<file path="src/rtl/display_scanner.sv">
// display_scanner: time-multiplexed 4-digit BCD scanner with dead time, decimal points and leading-zero blanking
module display_scanner #(
  parameter int CLK_DIV      = 1000,
  parameter int BLANK_CYCLES = 8
) (
  input  logic        clk,
  input  logic        rst_n,
  input  logic        ena,
  input  logic [15:0] digits_in,
  input  logic [3:0]  dp_mask,
  input  logic        blank_lz,
  output logic [3:0]  bcd_out,
  output logic [3:0]  digit_sel,
  output logic        dp_out
);
  logic [15:0] cnt;
  logic [1:0]  idx;
  logic [15:0] snap;
  logic [3:0]  snap_dp;
  logic [3:0]  blank;
  logic        last;
  logic        show;
  assign last = cnt == 16'(CLK_DIV - 1);
  // leading-zero suppression: a digit is blank only if it and every higher digit are zero
  always_comb begin
    blank[3] = blank_lz && snap[15:12] == 4'd0;
    blank[2] = blank[3] && snap[11:8] == 4'd0;
    blank[1] = blank[2] && snap[7:4] == 4'd0;
    blank[0] = 1'b0;
    show     = ena && cnt >= 16'(BLANK_CYCLES) && !blank[idx];
  end
  // prescaler, slot index and frame-coherent snapshot; ena low tracks inputs and parks at slot 0
  always_ff @(posedge clk or negedge rst_n) begin
    if (!rst_n) begin
      cnt     <= '0;
      idx     <= '0;
      snap    <= '0;
      snap_dp <= '0;
    end else if (!ena) begin
      cnt     <= '0;
      idx     <= '0;
      snap    <= digits_in;
      snap_dp <= dp_mask;
    end else begin
      cnt <= last ? '0 : cnt + 16'd1;
      idx <= last ? idx + 2'd1 : idx;
      if (last && idx == 2'd3) begin
        snap    <= digits_in;
        snap_dp <= dp_mask;
      end
    end
  end
  // registered outputs: code held for the whole slot, enable only after the dead time
  always_ff @(posedge clk or negedge rst_n) begin
    if (!rst_n) begin
      bcd_out   <= 4'hF;
      digit_sel <= '0;
      dp_out    <= 1'b0;
    end else begin
      bcd_out   <= (ena && !blank[idx]) ? snap[4*idx +: 4] : 4'hF;
      digit_sel <= show ? 4'b0001 << idx : 4'b0000;
      dp_out    <= show && snap_dp[idx];
    end
  end
endmodule
</file>
<file path="config.mk">
export PLATFORM = sky130hd
export DESIGN_NAME = display_scanner
export DESIGN_NICKNAME = d
export VERILOG_FILES = /design/src/rtl/display_scanner.sv
export SDC_FILE = /design/constraint.sdc
export NUM_CORES = 1
export LEC_CHECK = 0
export BUFFER_PORTS_ARGS = -buffer_cell sky130_fd_sc_hd__buf_2
export CORE_MARGIN = 4
export CORE_UTILIZATION = 45
export DETAILED_ROUTE_END_ITERATION = 8
export HOLD_SLACK_MARGIN = 0.15
export PLACE_DENSITY = 0.73
export SETUP_SLACK_MARGIN = 0.05
export SYNTH_ARGS = -nofsm -noshare
export SYNTH_HDL_FRONTEND = slang
export SYNTH_SLANG_ARGS = --single-unit
</file>
<file path="constraint.sdc">
create_clock -name clk -period 4.95 [get_ports clk]
set_input_delay 0.7425 -clock clk [delete_from_list [all_inputs] [get_ports clk]]
set_output_delay 0.7425 -clock clk [all_outputs]
set_load 0.005 [all_outputs]
</file>
# [Word level (Yosys, flattened, before mapping)]
# Cells that the tools add are included.
[word_totals] reg_bits=47 input_bits=24 output_inout_bits=9 wordCells=43
[classes] addsub=2 order_cmp=2 eq_ne=4 n_shift=2 mux=14 reduce_logical=12
[ops] cell="$mux W16" n=4
[ops] cell="$add A16 B1 Y16 const B" n=1
[ops] cell="$eq A16 B10 Y1 const B" n=1
[ops] cell="$ge A16 B4 Y1 const B" n=1
[ops] cell="$mux W4" n=4
[ops] cell="$shiftx A16 B5 Y4" n=1
[ops] cell="$logic_not A4 Y1" n=3
[ops] cell="$logic_and A1 B1 Y1" n=8
[ops] cell="$bmux W1 S2" n=2
[ops] cell="$mux W2" n=2
[ops] cell="$ne A2 B1 Y1 const B" n=2
[ops] cell="$shl A1 B2 Y4 const A" n=1
[ops] cell="$lt A2 B3 Y1 const B" n=1
[ops] cell="$add A2 B1 Y2 const B" n=1
[ops] cell="$eq A2 B2 Y1 const B" n=1
[ops] cell="$mux W1" n=2
[ops] cell="$logic_not A1 Y1" n=1

# [Longest topological paths before layout]
[logic_depth] word_depth=9 depth_mapped=6 mapped_depth_nobuf=5

# [Least setup slack after synthesis]
# No wires, ideal clock.
[synth_timing] path_type="register -> register" from="register cnt[0]" to="register snap[0]" setup_time_ns=0.125 t_arrival_ns=1.708 required_time_ns=4.825 path_slack_ns=3.117 stages_incl_launch_ff=7 n_path_buf=1 synth_period_minus_slack_ns=1.833 cell_sequence="dfrtp_1 -> ha_1 -> and4_1 -> and4_4 -> a21boi_2 -> buf_6 -> mux2_4"
[synth_between] elab_chain_len=3
[synth_lines] item="from (decl)" line="16" source="logic [15:0] cnt;"
[synth_lines] item="from (signal assigned)" line="45" source="cnt <= last ? '0 : cnt + 16'd1;"
[synth_lines] item="$eq A16 B10 Y1" line="23" source="assign last = cnt == 16'(CLK_DIV - 1);"
[synth_lines] item="$logic_and A1 B1 Y1" line="47" source="if (last && idx == 2'd3) begin"
[synth_lines] item="$ne A2 B1 Y1 (no line)"
[synth_lines] item="to (signal assigned)" line="42" source="snap <= digits_in;"
[synth_lines] item="to (signal assigned)" line="48" source="snap <= digits_in;"
[synth_lines] item="to (decl)" line="18" source="logic [15:0] snap;"
# No other way between the ends.
# A chain may end at the register's enable or synchronous reset.

# [Final worst setup path]
[layout_timing] from="register cnt[0]" to="register snap_dp[2]"
[layout_between] elab_chain_len=3
[layout_lines] item="$eq A16 B10 Y1" line="23"
[layout_lines] item="$logic_and A1 B1 Y1" line="47"
[layout_lines] item="$ne A2 B1 Y1 (no line)"
[layout_lines] item="to (signal assigned)" line="43" source="snap_dp <= dp_mask;"
[layout_lines] item="to (signal assigned)" line="49" source="snap_dp <= dp_mask;"
[layout_lines] item="to (decl)" line="19" source="logic [3:0] snap_dp;"
# No other way between the ends.

==> metrics.cfg <==
[status]
status=complete, no violations

[clock_tree]
cts_setup_buffers=0
post_cts_resize_count=0
cts_buffers=5
cts-hold-fix-buffers=0
clk_latency_ps=310
htree_levels=2
clk_pin_slew_ps=90
cts_tree=yes
cts_buffer_depth=2
clkSinkCount=47
clockRootBuffer=clkbuf_8

[grt]
grt_pass1_wl_um=6679
overflow=0
grt_pass1_vias=1377
grt_start_max_net_pins=48
antenna_found_initial=0
gr-usage-all-layers_pct=13.72

[synthesis]
syn_nets=215
yosysWarningCount=0
yosysSeqAreaShare_pct=51.33
synth_area_leader_cell=dfrtp_1
netlist.area_leader.share_pct=46.76
yosysUniqueCellTypes=30
synthFlopType=dfrtp_1
synth-seq-cells=47
avgSynthCellArea_um2=12.44
syn_inst=185
synth.area.top_cells=dfrtp_1 (47%), mux2_4 (13%), mux4_2 (4.9%)
synth_area_um2=2301
yosys-top-cells-count=dfrtp_1 (43), nor2_1 (24), mux2_4 (20), xnor2_1 (12), nand3_1 (11)
synthArstFlopShare_pct=100.0
yosysMostFrequentCell=dfrtp_1
synth_edf_count=0

[worst_setup_path]
r2r_slack_ps=2910
cp-end-kind=flop
r2r_cells=6
critical_path_class=reg -> reg
slowest_delay_ps=440
critPathLaunchType=flop
reg2reg_to=snap_dp[2]
slowest_stage=dfrtp_1
cp_max_fo=20
r2r-start=cnt[0]
crit_chain=ha_1 > and4_1 > and4_4 > a21boi_2 > buf_4 > mux2_4
required_ps=5150
arrival_ps=2240

[floorplan]
rows=25
num_io_pins=33
initial_core_util_pct=47.46
die_y_um=79.51
die_w_um=79.51
coreArea_um2=4848
dieArea_um2=6321

[power]
finalPower_mw=0.7786
max-vdd-ir-drop_mv=0.1482
powerDensity_nw_per_um2=298.0
power_leakage_nw=1.171

[sta]
fin_tns_setup_ps=0
maxSlewViolCount=0
worst_slew_pin_slew_ps=1001
setup_ws_ps=2910
fin_crit_ps=2040
setup_viol=0
rsz0062_at_grt=false
fin_crit_sh_pct=41.22
skew_ps=15.48
max_freq_mhz=490.1
hold_viol=0
slew-limit-headroom_pct=33.28

[detailed_routing]
wl_per_cell_um=14.02
drtIter0Drc=97
vias_per_cell=5.035
dr.pass1.iters=4
via_count=1430
ant_nets=0
wirelength_um=3982
drc_errors=0

[placement]
dpl_worst_slack_ps=2909
port_buffers=32
hpwl_um=2878
placed_area_um2=2497
gp_congestion=0.8322

[worst_hold_path]
hold_class=reg -> reg
hold_end=snap_dp[2]
whs_path_depth=1
hp-start=snap_dp[2]

[layout]
multi_input_area_um2=1031
nets=246
n_antenna_cell=0
fillerInstances=411
drive_above_1_share_pct=35.94
area_growth_syn_to_layout_pct=13.54
stdcell_area_um2=2613
ff_latch_area_um2=1181

[flow_run]
drv_cap=0

==> cells in the final DEF (no fill, tap or decap), types with 4 or more instances in the layout <==
cell type | Yosys | routed
nand2_1 | 4 | 4
nand4_1 | 6 | 6
nand3_1 | 11 | 11
ha_1 | 6 | 6
mux4_2 | 5 | 5
nor4_1 | 9 | 9
nor2_1 | 24 | 24
clkbuf_8 | 0 | 5
buf_2 | 3 | 32
inv_1 | 9 | 9
or3b_2 | 4 | 4
xnor2_1 | 12 | 12
dfrtp_1 | 43 | 43
mux2_4 | 20 | 20
dfstp_2 | 4 | 4
==> final cells by class <==
cell class | count | share of cell area (%)
clock buffers | 5 | 2.634
multi-input cells | 120 | 39.46
well taps | 67 | 3.209
flip-flops and latches | 47 | 45.21
clock inverters | 3 | 1.772
inverters | 9 | 1.293
repair buffers | 33 | 6.418
==> how the worst max path moves through the flow <==
stage	start	endpoint	cells after the start
floorplan	cnt[0]	snap[0]	6
global placement	cnt[0]	snap_dp[1]	6
detailed placement	cnt[0]	snap[5]	6
CTS	cnt[0]	snap[5]	6
global route	cnt[0]	snap[0]	6
finish	cnt[0]	snap_dp[2]	6
==> metrics by stage <==
step	hold slack (ps)	instances	utilization, %
final	523.5	284	53.88
after global routing	538.5	284	53.88
after CTS	523.5	284	53.88
after detailed placement	493.6	276	51.51
after global placement	491.7	276	51.51
after floorplan	446.9	185	-
==> critical path, delay by kind of cell (launching register included) <==
family / cells / cell delay (ps)
DFF: 1 / 440
buffers and inverters: 1 / 340
muxes: 1 / 330
and+or+nand+nor: 2 / 420
adders and majority gates: 1 / 260
AOI/OAI and AO/OA: 1 / 130
==> report_power, final <==
group          internal (mW)  total [mW]  leakage (nW)  switching (mW)
clock                  0.152       0.284        0.0548           0.132
sequential             0.406       0.423         0.595          0.0169
combinational         0.0433      0.0712         0.521          0.0279
total                  0.602       0.779          1.17           0.177
==> cells by family (layout without fill, tap and decap cells) <==
family,count (synthesis),count (layout),synth area share (%)
AOI/OAI and AO/OA,3,3,0.9240
xor gates and xnor gates,15,15,5.710
adders and majority gates,6,6,3.263
buffers and inverters,18,50,3.861
DFF,47,47,51.33
muxes,26,26,18.38
and+or+nand+nor,70,70,16.53
==> flip-flops by register name, summed over array words and instances, names as in the netlist <==
register   count
snap_dp        4
snap          16
idx            2
bcd_out        4
digit_sel      4
cnt           16
dp_out         1
==> per-layer routing <==
metal / wire length, um / GRT usage [%] / up-vias
met2: 1843 / 19.78 / 28
met1: 1919 / 18.83 / 689
met3: 152 / 4.402 / 7
met4: 67 / 6.014 / 0
met5: 0 / 0 / -
li1: - / - / 706
Note: power is estimated with default switching activity, not from simulation.
